## config.mk

```make
export PLATFORM = sky130hd
export DESIGN_NAME = mips_cpu_fetch_ctrl
export DESIGN_NICKNAME = d
export VERILOG_FILES = /design/src/rtl/mips_cpu_fetch_ctrl.sv
export SDC_FILE = /design/constraint.sdc
export NUM_CORES = 1
export LEC_CHECK = 0
export BUFFER_PORTS_ARGS = -buffer_cell sky130_fd_sc_hd__buf_2
export CAP_MARGIN = 15
export CELL_PAD_IN_SITES_DETAIL_PLACEMENT = 1
export CELL_PAD_IN_SITES_GLOBAL_PLACEMENT = 2
export CORE_ASPECT_RATIO = 0.9
export CORE_UTILIZATION = 31
export DETAILED_ROUTE_END_ITERATION = 10
export PLACE_DENSITY = 0.95
export SLEW_MARGIN = 20
export SYNTH_ARGS = -nofsm -noshare
export SYNTH_HDL_FRONTEND = slang
export SYNTH_SLANG_ARGS = --single-unit
```

## constraint.sdc

```tcl
create_clock -name clk -period 4.3 [get_ports clk]
set_clock_uncertainty 0.2 [all_clocks]
set_input_delay 0.86 -clock clk [delete_from_list [all_inputs] [get_ports clk]]
set_output_delay 0.86 -clock clk [all_outputs]
set_load 0.05 [all_outputs]
```

## src/rtl/mips_cpu_fetch_ctrl.sv

```systemverilog
// Instruction fetch controller: reads the PC, fetches over the instruction bus,
// holds the word for decode and pulses update_pc once execution completes.
module mips_cpu_fetch_ctrl #(
  parameter logic [31:0] HALT_ADDR = 32'h0000_0000,
  parameter bit          BYTE_SWAP = 1'b1,
  parameter int          CNT_W     = 16
) (
  input  logic             clk,
  input  logic             reset,
  input  logic [31:0]      pc,
  output logic [31:0]      instr_address,
  output logic             instr_read,
  input  logic             instr_waitrequest,
  input  logic [31:0]      instr_readdata,
  output logic [31:0]      instr,
  output logic             instr_valid,
  input  logic             exec_done,
  output logic             update_pc,
  output logic             active,
  output logic             fault,
  output logic [CNT_W-1:0] retired
);

  typedef enum logic [2:0] {
    IDLE,
    FETCH,
    WAIT,
    EXEC,
    UPDATE,
    HALTED
  } state_t;

  state_t      state;
  logic [31:0] addr_q;
  logic [31:0] rd_w;
  logic        pc_halt;
  logic        pc_mis;
  logic        pc_ok;
  logic        xfer;

  assign pc_halt = (pc == HALT_ADDR);
  assign pc_mis  = (pc[1:0] != 2'b00);
  assign pc_ok   = !pc_halt && !pc_mis;

  // The request is raised in the FETCH entry cycle itself so a zero-wait
  // fetch completes on that edge; WAIT then holds the latched address.
  assign instr_read    = ((state == FETCH) && pc_ok) || (state == WAIT);
  assign instr_address = (state == FETCH) ? pc : addr_q;
  assign xfer          = instr_read && !instr_waitrequest;

  assign rd_w = BYTE_SWAP ? {instr_readdata[7:0],   instr_readdata[15:8],
                             instr_readdata[23:16], instr_readdata[31:24]}
                          : instr_readdata;

  always_ff @(posedge clk) begin
    if (reset) begin
      state       <= IDLE;
      addr_q      <= '0;
      instr       <= '0;
      instr_valid <= 1'b0;
      update_pc   <= 1'b0;
      active      <= 1'b0;
      fault       <= 1'b0;
      retired     <= '0;
    end else begin
      unique case (state)
        IDLE: begin
          active <= 1'b1;
          state  <= FETCH;
        end
        FETCH: begin
          if (pc_halt) begin
            active <= 1'b0;
            state  <= HALTED;
          end else if (pc_mis) begin
            active <= 1'b0;
            fault  <= 1'b1;
            state  <= HALTED;
          end else begin
            addr_q <= pc;
            state  <= xfer ? EXEC : WAIT;
          end
        end
        WAIT: begin
          if (xfer) state <= EXEC;
        end
        EXEC: begin
          if (exec_done) begin
            update_pc   <= 1'b1;
            instr_valid <= 1'b0;
            if (retired != '1) retired <= retired + 1'b1;
            state       <= UPDATE;
          end
        end
        UPDATE: begin
          update_pc <= 1'b0;
          state     <= FETCH;
        end
        HALTED: begin
          state <= HALTED;
        end
        default: begin
          state <= IDLE;
        end
      endcase
      if (xfer) begin
        instr       <= rd_w;
        instr_valid <= 1'b1;
      end
    end
  end

endmodule

```

; Yosys cells after proc, flatten, opt, wreduce, memory -nomap -nowiden
; Index checks and enable logic that the tools add are counted.
[totals]
register_bits = 87
output_inout_bits = 85
elab_cells = 57
[op_classes]
addsub = 1
eq_ne = 9
n_mux = 15
n_bitwise = 2
n_reduce_logical = 22
[op_table]
columns = cell, count
row1 = 32-bit zero test, 1
row2 = 32-bit 2-to-1 mux, 1
row3 = "16-bit by 1-bit adder with 16-bit output, second input constant", 1
row4 = "16-bit inequality test, second input constant", 1
row5 = 3-bit case mux with 5 select lines, 1
row6 = 3-bit 2-to-1 mux, 4
row7 = 2-bit nonzero test, 5
row8 = 3-bit AND reduction, 3
row9 = 2-bit AND reduction, 4
row10 = 1-bit 2-to-1 mux, 7
row11 = "3-bit by 2-bit equality test with 1-bit output, second input constant", 2
row12 = "3-bit equality test, second input constant", 2
row13 = "2-bit inequality test, second input constant", 2
row14 = 1-bit case mux with 2 select lines, 2
row15 = "3-bit by 1-bit equality test with 1-bit output, second input constant", 1
row16 = 1-bit logical AND, 3
row17 = 1-bit zero test, 3
row18 = 3-bit zero test, 1
row19 = "3-bit inequality test, second input constant", 1
row20 = 1-bit inverter, 2
row21 = 2-bit OR reduction, 1
row22 = 1-bit logical OR, 1

; Longest topological paths before layout
; Gate-level depths: netlist (run 1).
[logic_depth]
ltp_word = 10
mapped_depth = 7

; Worst setup path after synthesis (run 1)
; Ideal clock, no wire load.
[synth_timing]
kind = input port to output port
from = input pc[17]
to = output instr_read
arrival_time_ps = 1939
t_required_ps = 3240
setup_slack_ps = 1301
path_stages = 4
n_path_buf = 0
cell_sequence = nor4_1 nand4_1 o21ai_2 o22ai_1
[synth_between]
elab_chain_cells = 5
[synth_rtl]
columns = element, line
row1 = from (decl), 10  ; input logic [31:0] pc,
row2 = 32-bit zero test, 41  ; assign pc_halt = (pc == HALT_ADDR);
row3 = 1-bit zero test, 43  ; assign pc_ok = !pc_halt && !pc_mis;
row4 = 1-bit logical AND, 43
row5 = 1-bit logical AND, 47  ; assign instr_read = ((state == FETCH) && pc_ok) || (state == WAIT);
row6 = 1-bit logical OR, 47
row7 = to (decl), 12  ; output logic instr_read,
; No other way between the ends.

; Final worst setup path (run 1)
; Same ends and word-level chain as after synthesis.

==> results.md, run 1 <==
- Clock Tree Buf Depth: 2
- Peak clock frequency supported by timing: 0.286 GHz
- CTS Hold Bufs: 0
- Number of H-tree levels: 3
- Overflow left after global routing: 0
- Via count of the first global-routing pass: 3882
- WL/cell: 13.8 um
- Status: completed
- Final hold vios: 0
- Input/output buffers: 152
- Detailed Place HPWL: 8430 um
- Fraction of post-synthesis cell area in the top cell type by area: 39.2%
- Gate count after technology mapping: 522
- Switching Power: 626 uW
- Diodes inserted: 0
- Fraction of layout cells with a size suffix above 1: 27.8%
- Fillcell total: 1702
- Ys flop type: sky130_fd_sc_hd__dfxtp_1
- Data required time of the critical path: 3240 ps
- Internal power of the cells: 1.41 mW
- Signal arrival time at the worst endpoint: 2430 ps
- DIE WIDTH: 128 um
- Remaining design rule violation count: 0
- Largest vdd supply drop: 0.188 mV
- Total via count in the routed design: 3947
- Top area cells in the synthesized netlist: sky130_fd_sc_hd__dfxtp_1 (39%), sky130_fd_sc_hd__nand2b_1 (18%), sky130_fd_sc_hd__mux2i_1 (14%)
- Worst max-slew margin expressed relative to the limit: 49.1%
- Clock buffer count from CTS: 9
- Reg power frac: 41.4%
- Post CTS Setup Buffer Count: 0
- Core area: 0.0140 mm^2
- Die boundary height: 116 um
- Starting utilization of the core area: 31.7%
- FFs w/ async S/R, synth: 0%
- Startpoint type of the worst setup path: primary input
- Clock edge transition at the registers on the reported setup and hold paths: 60 ps
- Count of final max-slew check failures: 0
- Total routing resource utilization after global routing: 16.5%
- RePlAce Congestion: 0.759
- Combinational fraction of design power: 18.7%
- Die ar.: 0.0148 mm^2
- Vias per cell: 4.62
- Seq cells post-synth: 87
- Distinct cell type count after synthesis: 45
- Fraction of power spent switching nets: 30.7%
- Syn Area/Cell: 8.52 um^2
- Netlist area before placement: 0.00445 mm^2
- Clock tree from TritonCTS: built
- Maximum fanout count along the critical path: 6
- CTS sink count: 87
- I/O Pins: 153
- Power Total: 2.04 mW
- Yosys synthesis warning count: 0
- Type of the worst setup path: primary input to primary output
- Period utilization: 81.3%
- Area growth, synth to finish: 27.5%
- Final #Nets: 725
- Number of flops mapped to enable cells by yosys: 0
- Leakage: 2.49 nW
- Synthesized netlist net count: 591
- Largest net degree at the start of global routing: 151
- Number of antenna violations at the first check in global routing: 1
- Starting DRC count in detailed routing: 132
- Fraction of power consumed by the clock network: 39.9%
- Antenna-violating nets left: 0
- Quantity of gates resized following cts: 0
- Global-route wire length before repair: 19400 um
- Row count: 41
- Min Clock Period, post-route: 3490 ps
- Library cell used as clock root buffer: sky130_fd_sc_hd__clkbuf_16
- Post-synth top area cell: sky130_fd_sc_hd__dfxtp_1
- Wire length reported by the detailed router: 11800 um
- Clock network latency to the later pin of the worst-skew pair: 350 ps
- Sequential-to-total area share from yosys stat: 39.2%
- Class of the most critical hold timing path: register to register
- Worst Setup End Kind: primary output
- Accumulated negative setup slack: 0 ps
- Slew of the pin with the lowest slew margin: 764 ps
- Pwr dens: 360 mW/mm^2
- First-pass DRT Iterations: 4
- Total setup violations reported at the end of the flow: 0
- Number of maximum-capacitance violations: 0
- Unrepaired setup endpoints after global routing: no
## final cells by class
cell class              count  area, um^2  area share, %
well taps                 193         241           4.26
repair buffers            155         810           14.3
clock inverters             6        68.8           1.21
multi-input cells         398        2550           45.0
clock buffers              10         239           4.22
flip-flops and latches     87        1740           30.7
inverters                   5        18.8          0.331
## cells in the final DEF (no fill, tap or decap), types with 2 or more instances in the layout
cell                        count
sky130_fd_sc_hd__buf_2        151
sky130_fd_sc_hd__nand2b_1     129
sky130_fd_sc_hd__nand2_1      102
sky130_fd_sc_hd__dfxtp_1       87
sky130_fd_sc_hd__mux2i_1       63
sky130_fd_sc_hd__nor2_1        17
sky130_fd_sc_hd__nor3_1        10
sky130_fd_sc_hd__nor4_1         9
sky130_fd_sc_hd__xnor2_1        9
sky130_fd_sc_hd__clkbuf_16      9
sky130_fd_sc_hd__a21oi_1        8
sky130_fd_sc_hd__nand3_1        7
sky130_fd_sc_hd__inv_1          5
sky130_fd_sc_hd__nand4_1        4
sky130_fd_sc_hd__nor2b_1        4
sky130_fd_sc_hd__nor3b_1        3
sky130_fd_sc_hd__o21ai_0        3
sky130_fd_sc_hd__a211oi_1       2
sky130_fd_sc_hd__nand4_4        2
sky130_fd_sc_hd__and3_1         2
sky130_fd_sc_hd__clkinv_4       2
sky130_fd_sc_hd__buf_4          2
## worst max-delay path, cell delays in order
cell and delay, ps:
sky130_fd_sc_hd__buf_2 120, sky130_fd_sc_hd__nor4_1 380, sky130_fd_sc_hd__nand4_1 280, sky130_fd_sc_hd__o21ai_2 400, sky130_fd_sc_hd__o22ai_1 140, sky130_fd_sc_hd__buf_2 250
## metrics by stage
step	util [%]	cell area, um^2	instances	worst slack (ps)	hold slack [ps]
floorplan	-	4450	522	1300	249
global placement	38.0	5330	837	864	231
detailed placement	38.2	5360	838	796	234
CTS	40.4	5660	854	786	243
global route	40.5	5670	854	660	286
finish	40.5	5670	854	805	241
## state kept, by name (all words and copies together) (netlist names)
name and count:
state 3, update_pc 1, instr 32, active 1
retired 16, fault 1, addr_q 32, instr_valid 1
## metal layers
layer  track usage, %  routed length (um)  share of wire [%]  up-vias
met5                0                  13               0.11        -
met4             4.00                 113               0.96        2
met3             6.56                 798                6.8       11
met2             27.8                5590                 47       99
met1             19.7                5310                 45     1857
li1                 -                   -                  -     1978
## worst paths after layout
path / depth (start not counted) / slack (ps) / from / end
min reg2reg: 2 / 240 / fault / fault
max reg2reg: 5 / 1560 / state[0] / addr_q[22]
max: 6 / 810 / pc[17] / instr_read
min: 2 / 240 / fault / fault
## synthesized netlist by cell type, types with 2 or more instances
master / n
sky130_fd_sc_hd__nand2b_1: 129
sky130_fd_sc_hd__nor3_1: 10
sky130_fd_sc_hd__nor2b_1: 4
sky130_fd_sc_hd__buf_4: 6
sky130_fd_sc_hd__nor4_1: 9
sky130_fd_sc_hd__nand4_4: 2
sky130_fd_sc_hd__dfxtp_1: 87
sky130_fd_sc_hd__nand2_1: 102
sky130_fd_sc_hd__nand3_1: 7
sky130_fd_sc_hd__nand4_1: 4
sky130_fd_sc_hd__o21ai_0: 3
sky130_fd_sc_hd__mux2i_1: 63
sky130_fd_sc_hd__a211oi_1: 2
sky130_fd_sc_hd__a21oi_1: 8
sky130_fd_sc_hd__clkbuf_1: 23
sky130_fd_sc_hd__nor2_1: 17
sky130_fd_sc_hd__xnor2_1: 9
sky130_fd_sc_hd__and3_1: 2
sky130_fd_sc_hd__buf_2: 3
sky130_fd_sc_hd__inv_1: 5
sky130_fd_sc_hd__nor3b_1: 3
## kinds of logic after synthesis
group                    count (synthesis)  share of synthesized area (%)
XOR/XNOR                                10                           1.97
AND/OR/NAND/NOR                        300                           36.8
AO/OA/AOI/OAI                           23                           3.52
adder cells (fa/ha/maj)                  1                          0.281
multiplexers                            64                           14.5
flip-flops                              87                           39.2
buffers and inverters                   37                           3.71
## power by group through the flow
stage               clock [mW]  sequential (mW)  combinational [mW]
floorplan                    0            0.898               0.237
global placement             0            0.861               0.376
detailed placement           0            0.863               0.385
CTS                      0.844            0.845               0.386
global route             0.877            0.848               0.409
finish                   0.813            0.845               0.380
(Power assumes the default switching activity.)
==> run 2: changes to the inputs <==
--- a/config.mk
+++ b/config.mk
@@ -10,9 +10,9 @@
 export CELL_PAD_IN_SITES_DETAIL_PLACEMENT = 1
 export CELL_PAD_IN_SITES_GLOBAL_PLACEMENT = 2
 export CORE_ASPECT_RATIO = 0.9
-export CORE_UTILIZATION = 31
+export CORE_UTILIZATION = 26
 export DETAILED_ROUTE_END_ITERATION = 10
-export PLACE_DENSITY = 0.95
+export PLACE_DENSITY = 0.87
 export SLEW_MARGIN = 20
 export SYNTH_ARGS = -nofsm -noshare
 export SYNTH_HDL_FRONTEND = slang
==> constraint.sdc (replaced) <==
create_clock -name clk -period 3.2 [get_ports clk]
set_clock_uncertainty 0.2 [all_clocks]
set_input_delay 0.64 -clock clk [delete_from_list [all_inputs] [get_ports clk]]
set_output_delay 0.64 -clock clk [all_outputs]
set_load 0.05 [all_outputs]
==> run 2 against run 1 <==
Net effect:
- first-iteration DRC count is 2.3% lower
- count of clock-buffer cells in the layout fell by 1
- worst setup slack worse by 470 ps
- non-clock buffer count rose by 6
- global-route usage down 2.0 points
- sequential share of layout area is 0.40 points lower
- critical endpoint is now instr_address[0]
- largest cell class unchanged
- highest routed layer unchanged
==> results.md, run 2 (synthesis results as in run 1) <==
- Status: completed
- Power Total: 2.76 mW
- Area growth, synth to finish: 29.1%
- Clock Tree Buf Depth: 2
- Min Clock Period, post-route: 2870 ps
- Signal arrival time at the worst endpoint: 2030 ps
- Clock buffer count from CTS: 9
- Worst max-slew margin expressed relative to the limit: 36.7%
- I/O Pins: 153
- Number of antenna violations at the first check in global routing: 1
- Library cell used as clock root buffer: sky130_fd_sc_hd__clkbuf_16
- Via count of the first global-routing pass: 4181
- Die boundary height: 126 um
- Internal power of the cells: 1.89 mW
- RePlAce Congestion: 0.720
- Type of the worst setup path: register to primary output
- Maximum fanout count along the critical path: 28
- Data required time of the critical path: 2360 ps
- Number of maximum-capacitance violations: 0
- Starting DRC count in detailed routing: 129
- Most frequent cells in the layout: sky130_fd_sc_hd__buf_2 (151), sky130_fd_sc_hd__nand2b_1 (129), sky130_fd_sc_hd__nand2_1 (102), sky130_fd_sc_hd__dfxtp_1 (87), sky130_fd_sc_hd__mux2i_1 (63)
- Antenna-violating nets left: 0
- Startpoint type of the worst setup path: register
- First-pass DRT Iterations: 4
- Switching Power: 866 uW
- Class of the most critical hold timing path: register to register
- Remaining design rule violation count: 0
- Leakage: 2.52 nW
- Fraction of power consumed by the clock network: 39.9%
- DIE WIDTH: 140 um
- Core area: 0.0164 mm^2
- Fillcell total: 1994
- Total via count in the routed design: 3982
- Diodes inserted: 0
- Detailed Place HPWL: 9280 um
- Number of H-tree levels: 3
- Quantity of gates resized following cts: 0
- Leading cell type in the layout, fill and taps excluded: sky130_fd_sc_hd__buf_2
- CTS sink count: 87
- Fraction of power spent switching nets: 31.4%
- Final #Nets: 731
- Input/output buffers: 152
- Worst Setup End Kind: primary output
- Final hold slack: 255 ps
- CTS Hold Bufs: 0
- Reg power frac: 41.0%
- Period utilization: 89.7%
- Wire length reported by the detailed router: 12400 um
- Peak clock frequency supported by timing: 0.349 GHz
- Post-route cell area: 0.00574 mm^2
- Slew of the pin with the lowest slew margin: 950 ps
- Clock tree from TritonCTS: built
- Final hold vios: 0
- Total routing resource utilization after global routing: 14.5%
- WL/cell: 14.2 um
- Largest net degree at the start of global routing: 67
- Accumulated negative setup slack: 0 ps
- Count of final max-slew check failures: 0
- Post CTS Setup Buffer Count: 0
- Starting utilization of the core area: 27.1%
- Global-route wire length before repair: 20700 um
- Largest vdd supply drop: 0.237 mV
- Fraction of layout cells with a size suffix above 1: 28.5%
- Clock edge transition at the registers on the reported setup and hold paths: 70 ps
- Die ar.: 0.0176 mm^2
- Clock network latency to the later pin of the worst-skew pair: 340 ps
- Post-detailed-placement cell area: 0.00544 mm^2
- Row count: 44
- Vias per cell: 4.56
- Pwr dens: 480 mW/mm^2
- Largest regs: addr_q (32), instr (32), retired (16)
- Overflow left after global routing: 0
- Unrepaired setup endpoints after global routing: no
- Total setup violations reported at the end of the flow: 0
- Combinational fraction of design power: 19.1%
==> run 2: final cells by class <==
class / instances / area (um^2) / area share (%)
Clock inverter: 7 / 80.1 / 1.39
Inverter: 5 / 18.8 / 0.327
Timing Repair Buffer: 161 / 868 / 15.1
Multi-Input combinational cell: 398 / 2550 / 44.4
Sequential cell: 87 / 1740 / 30.3
Tap cell: 207 / 259 / 4.51
Clock buffer: 9 / 225 / 3.92
==> run 2: critical path, stage by stage (launching register included) <==
cell                       delay, ps
sky130_fd_sc_hd__dfxtp_1         410
sky130_fd_sc_hd__nand2b_1        190
sky130_fd_sc_hd__or2_2           260
sky130_fd_sc_hd__buf_4           350
sky130_fd_sc_hd__nand2_1         100
sky130_fd_sc_hd__nand2_1         100
sky130_fd_sc_hd__buf_2           260
==> run 2: worst paths after layout <==
path / to / slack, ps / depth (start not counted) / startpoint
max reg2reg: instr[20] / 820 / 7 / state[2]
max: instr_address[0] / 330 / 6 / state[2]
min reg2reg: fault / 260 / 2 / fault
min: fault / 260 / 2 / fault
==> run 2: power by group through the flow <==
stage	sequential [mW]	combinational [mW]	clock [mW]
2_1_floorplan	1.21	0.318	0
4_1_cts	1.13	0.536	1.14
3_3_place_gp	1.15	0.522	0
6_report	1.13	0.526	1.10
3_5_place_dp	1.16	0.535	0
5_1_grt	1.14	0.569	1.18
==> run 2: through the flow <==
step / worst slack (ps) / cells / util (%)
global placement: 279 / 857 / 33.0
global route: 171 / 874 / 35.0
CTS: 290 / 874 / 35.0
floorplan: 555 / 522 / -
detailed placement: 291 / 858 / 33.1
finish: 331 / 874 / 35.0
==> run 2: layer usage <==
layer  GRT usage (%)  vias up  wire length (um)
met1            17.4     1881              5720
met3            4.49       13               705
li1                -     1989                 -
met5               0        -                11
met2            24.8       97              5800
met4            4.65        2               152
